$ cat config.mk
export PLATFORM = sky130hd
export DESIGN_NAME = pixel_bram_arbiter
export DESIGN_NICKNAME = d
export VERILOG_FILES = /design/src/rtl/pixel_bram_arbiter.sv
export SDC_FILE = /design/constraint.sdc
export NUM_CORES = 1
export LEC_CHECK = 0
export ABC_AREA = 0
export CAP_MARGIN = 40
export CELL_PAD_IN_SITES_DETAIL_PLACEMENT = 0
export CELL_PAD_IN_SITES_GLOBAL_PLACEMENT = 2
export CORE_UTILIZATION = 26
export CTS_BUF_LIST = sky130_fd_sc_hd__clkbuf_8
export DETAILED_ROUTE_END_ITERATION = 10
export PLACE_DENSITY_LB_ADDON = 0.15
export SLEW_MARGIN = 20
export SYNTH_ARGS = -nofsm -noshare
export SYNTH_HDL_FRONTEND = slang
export SYNTH_SLANG_ARGS = --single-unit
$ cat constraint.sdc
create_clock -name clk_in -period 5.4 [get_ports clk_in]
set_clock_uncertainty 0.1 [all_clocks]
set_input_delay 0.81 -clock clk_in [delete_from_list [all_inputs] [get_ports clk_in]]
set_output_delay 0.81 -clock clk_in [all_outputs]
set_load 0.01 [all_outputs]
$ cat src/rtl/pixel_bram_arbiter.sv
// Arbiter sharing the single-port binarized image BRAM between the capture
// writer and two readers (cross finder = reader 0, QR sampler = reader 1).
// Grants are combinational; read data returns a fixed READ_LATENCY after the
// grant edge, tagged one-hot with the reader that issued it.
module pixel_bram_arbiter #(
   parameter int HEIGHT       = 480,
   parameter int WIDTH        = 480,
   parameter int ADDR_W       = 20,
   parameter int READ_LATENCY = 2,
   parameter int MAX_WR_BURST = 8
) (
   input  logic                  clk_in,
   input  logic                  rst_in,
   input  logic                  wr_req,
   input  logic [ADDR_W-1:0]     wr_addr,
   input  logic                  wr_data,
   output logic                  wr_gnt,
   input  logic [1:0]            rd_req,
   input  logic [2*ADDR_W-1:0]   rd_addr,
   output logic [1:0]            rd_gnt,
   output logic                  rd_data,
   output logic [1:0]            rd_valid,
   output logic                  addr_err,
   output logic [ADDR_W-1:0]     bram_addr,
   output logic                  bram_din,
   output logic                  bram_we,
   input  logic                  bram_dout
);

   localparam logic [31:0] NPIX = 32'(HEIGHT * WIDTH);
   localparam int BURST_W = $clog2(MAX_WR_BURST + 1);
   localparam logic [BURST_W-1:0] BURST_MAX = BURST_W'(MAX_WR_BURST);
   localparam int LAST = READ_LATENCY - 1;

   logic                  r_rr_ptr;
   logic [BURST_W-1:0]    r_wr_burst;
   logic                  r_addr_err;
   logic [ADDR_W-1:0]     r_bram_addr;
   logic [1:0]            r_tag_pipe [READ_LATENCY];
   logic                  r_err_pipe [READ_LATENCY];

   logic                  w_wr_gnt;
   logic [1:0]            w_rd_gnt;
   logic                  w_any_gnt;
   logic [ADDR_W-1:0]     w_rd_addr0;
   logic [ADDR_W-1:0]     w_rd_addr1;
   logic [ADDR_W-1:0]     w_sel_addr;
   logic                  w_sel_err;
   logic [ADDR_W-1:0]     w_bram_addr;

   function automatic logic addr_in_range(input logic [ADDR_W-1:0] a);
      return (32'(a) < NPIX);
   endfunction

   assign w_rd_addr0 = rd_addr[ADDR_W-1:0];
   assign w_rd_addr1 = rd_addr[2*ADDR_W-1:ADDR_W];

   // Grant selection: writer first unless it has starved a waiting reader,
   // then round-robin between the readers. Reset suppresses every grant.
   always_comb begin
      w_wr_gnt = 1'b0;
      w_rd_gnt = 2'b00;
      if (!rst_in) begin
         if (wr_req && ((rd_req == 2'b00) || (r_wr_burst < BURST_MAX))) begin
            w_wr_gnt = 1'b1;
         end else if (rd_req == 2'b11) begin
            w_rd_gnt = r_rr_ptr ? 2'b10 : 2'b01;
         end else begin
            w_rd_gnt = rd_req;
         end
      end
   end

   assign w_any_gnt  = w_wr_gnt | (|w_rd_gnt);
   assign w_sel_addr = w_wr_gnt    ? wr_addr    :
                       w_rd_gnt[1] ? w_rd_addr1 : w_rd_addr0;
   assign w_sel_err  = w_any_gnt & ~addr_in_range(w_sel_addr);

   // An out-of-range access is still granted but steered to address 0 with
   // the write strobe suppressed so it can never corrupt the image.
   assign w_bram_addr = !w_any_gnt ? r_bram_addr :
                        w_sel_err  ? '0          : w_sel_addr;

   assign wr_gnt    = w_wr_gnt;
   assign rd_gnt    = w_rd_gnt;
   assign bram_addr = w_bram_addr;
   assign bram_we   = w_wr_gnt & ~w_sel_err;
   assign bram_din  = w_wr_gnt & wr_data;
   assign addr_err  = r_addr_err;
   assign rd_valid  = r_tag_pipe[LAST];
   assign rd_data   = (|r_tag_pipe[LAST]) & ~r_err_pipe[LAST] & bram_dout;

   // Hold the last issued address so idle cycles leave the BRAM port unchanged.
   always_ff @(posedge clk_in) begin
      if (w_any_gnt) r_bram_addr <= w_bram_addr;
   end

   // Round-robin pointer, write-burst counter and sticky address error.
   always_ff @(posedge clk_in or posedge rst_in) begin
      if (rst_in) begin
         r_rr_ptr   <= 1'b0;
         r_wr_burst <= '0;
         r_addr_err <= 1'b0;
      end else begin
         if (|w_rd_gnt) r_rr_ptr <= ~w_rd_gnt[1];
         if ((|w_rd_gnt) || (rd_req == 2'b00)) begin
            r_wr_burst <= '0;
         end else if (w_wr_gnt && (r_wr_burst != BURST_MAX)) begin
            r_wr_burst <= r_wr_burst + 1'b1;
         end
         if (w_sel_err) r_addr_err <= 1'b1;
      end
   end

   // Return-tag pipeline: one stage per BRAM latency cycle, so the tag leaves
   // the last stage in the same cycle the BRAM presents the matching pixel.
   always_ff @(posedge clk_in or posedge rst_in) begin
      if (rst_in) begin
         for (int i = 0; i < READ_LATENCY; i++) begin
            r_tag_pipe[i] <= 2'b00;
            r_err_pipe[i] <= 1'b0;
         end
      end else begin
         r_tag_pipe[0] <= w_rd_gnt;
         r_err_pipe[0] <= w_sel_err & (|w_rd_gnt);
         for (int i = 1; i < READ_LATENCY; i++) begin
            r_tag_pipe[i] <= r_tag_pipe[i-1];
            r_err_pipe[i] <= r_err_pipe[i-1];
         end
      end
   end

endmodule

==> out/summary.txt <==
outcome -> complete, no violations
boundary pin count -> 96
Design Power -> 0.000743 W
DRC violations left -> 0
most frequent cells in the layout -> clkdlybuf4s50_1 (95), nand2_1 (31), edfxtp_1 (20), o21ai_0 (12), dfrtp_1 (12)
fin crit period -> 4920 ps
Max-Slew Margin vs Limit -> 57.9%
#FFs+latches synth -> 32
Die X -> 90.0 um
CTS tree -> yes
Iter 0 DRT Violations -> 72
synth top area cells -> edfxtp_1 (30%), dfrtp_1 (15%), nand2_1 (5.8%)
fmax -> 203 MHz
FP Rows -> 31
die area -> 0.00810 mm^2
via/cell ratio -> 4.95
Yosys top cell area share -> 29.8%
CTS Buffer Depth -> 2
hpwl dp -> 4850 um
CP endpoint kind -> primary output
R2R Setup Slk -> 2750 ps
Setup CP Type -> in -> out
Reg clk slew, reported paths -> 70 ps
Worst Reg-to-Reg Cells -> 6
Placer Congestion -> 0.732
distinct cell type count of the synthesized netlist -> 43
syn nets -> 279
Int Power -> 0.000547 W
Post-Syn Area -> 0.00201 mm^2
total CTS buffers -> 5
Flop pwr share -> 40.5%
leakage -> 1.22 nW
Place WS -> 518 ps
Final Hold Vio Count -> 0
Avg Synthesized Cell Area -> 9.59 um^2
post-CTS sizing -> 0
WHS -> 253 ps
worst slew pin tran -> 629 ps
DR vias -> 1,979
post-route worst setup slack -> 482 ps
layout cells sized above 1 -> 8.97%
Required @ worst endpoint -> 4490 ps
commonest non-fill, non-tap cell in the layout -> clkdlybuf4s50_1
WP data arrival -> 4010 ps
RSZ-0062 raised after global routing -> no
Clock Sinks -> 32
HP Start -> r_tag_pipe[2]
pin count of the biggest net entering global routing -> 22
crit-path max FO -> 15
PortBufs -> 95
Seq/Total Area, Yosys -> 44.7%
DRT Wirelength -> 6270 um
first-pass GRT wire length -> 10,000 um
Cells after Synth -> 210
DRT Pass-1 Iters -> 4
Max-cap violations -> 0
Synth area leader -> edfxtp_1
clk_lat worst skew -> 280 ps
Pins Over Slew Limit -> 0
# H-tree levels -> 2
switching pwr -> 0.000196 W
core area -> 0.00737 mm^2
reg2reg start -> r_wr_burst[3]
switching share of power -> 26.4%
Routed Antenna Nets -> 0
clock network fraction of design power -> 29.7%
Root Driver -> clkbuf_8
grt total ovfl -> 0
PD cells -> 236 mW/mm^2
worst vdd ir -> 0.112 mV
Hold EP -> rd_valid[0]
initial antenna violation count -> 0
Final nets -> 369
final worst path period share -> 91.1%
chip height -> 90.0 um
Logic pwr share -> 29.7%
worst min path class -> reg -> reg
R2R Path End -> r_bram_addr[15]
antenna fix cells -> 0
number of global-route vias before repair -> 1,960
All-Layer GR Usage -> 15.6%
Starting Density -> 27.3%
Hold Buf Count CTS -> 0
hold path depth -> 0
Area Overhead vs Synth -> 56.7%
Final TNS setup -> 0 ps
number of setup violations in the final report -> 0
Startpoint Class -> input pin
Setup Buffers After CTS -> 0
DR WL/cell -> 15.7 um
yosys warns -> 0
## worst max-delay path: stages
cell and delay (ps):
clkdlybuf4s50_1 800, inv_2 190, o41ai_1 470, a31o_2 240
nand3_1 100, o21a_1 330, o31ai_1 450, clkdlybuf4s50_1 630
## power groups by stage
stage	registers (W)	logic, W	clock network, W
4_1_cts	0.000302	0.000221	0.000227
2_1_floorplan	0.000303	0.000106	0
3_5_place_dp	0.000306	0.000220	0
5_1_grt	0.000304	0.000242	0.000235
6_report	0.000301	0.000221	0.000221
3_3_place_gp	0.000306	0.000219	0
## per-stage QoR
stage / std cells / instance area [um^2] / util (%)
after floorplan: 210 / 2010 / -
after global placement: 391 / 3030 / 41.1
after detailed placement: 391 / 3030 / 41.1
after CTS: 399 / 3140 / 42.6
after global routing: 400 / 3150 / 42.8
final: 400 / 3150 / 42.8
## per-layer routing
metal  up-vias  wire length [um]  track usage, %
met4         0                36            3.23
met2        54              3180            27.1
met3         5               297            3.47
li1        967                 -               -
met1       953              2750            20.0
met5         -                 0               0
## synthesized netlist by cell type, drive strengths merged
| library cell | instances |
|---|---|
| nor2b | 3 |
| ha | 2 |
| and2b | 1 |
| nand4 | 1 |
| clkbuf | 8 |
| a22o | 10 |
| a21o | 1 |
| o31ai | 9 |
| a31oi | 1 |
| a31o | 8 |
| a21oi | 1 |
| nor4b | 1 |
| mux2i | 10 |
| nor2 | 9 |
| o21ai | 13 |
| a41oi | 1 |
| inv | 7 |
| nor3 | 12 |
| xnor2 | 1 |
| xor2 | 1 |
| edfxtp | 20 |
| or4 | 8 |
| nand3 | 6 |
| and4 | 1 |
| buf | 11 |
| nand2b | 3 |
| nand3b | 1 |
| nor3b | 1 |
| and3 | 1 |
| o21a | 2 |
| o41ai | 9 |
| and2 | 4 |
| nand2 | 31 |
| dfrtp | 12 |
## worst max path at each step
stage              start  slack (ps)             to  cells after the start
6_report       rd_req[1]         480  bram_addr[15]                      8
5_1_grt        rd_req[1]         260  bram_addr[16]                      8
4_1_cts        rd_req[1]         520  bram_addr[15]                      8
3_5_place_dp   rd_req[1]         520  bram_addr[15]                      8
3_3_place_gp   rd_req[1]         520  bram_addr[15]                      8
2_1_floorplan     wr_req        2110  bram_addr[10]                      8
## flip-flops by register name (all words and copies together) (netlist names)
register     count
addr_err         1
r_tag_pipe       2
rd_valid         2
r_rr_ptr         1
r_wr_burst       4
r_bram_addr     20
r_err_pipe       2
## logic make-up after synthesis
family          count (synthesis)  share of synthesized area (%)
buf+inv                        26                           6.59
mux                            10                           4.97
simple gates                   83                           20.9
fa+ha+maj                       2                           1.24
xor+xnor                        2                          0.870
compound gates                 55                           20.7
flops                          32                           44.7
## area by class of cell
type	instances	area [um^2]
clock buffers	5	68.8
fillers	767	4220
well taps	99	124
repair buffers	102	1010
multi-input cells	152	985
flip-flops and latches	32	901
clock inverters	3	38.8
inverters	7	26.3
(Power assumes the default switching activity.)
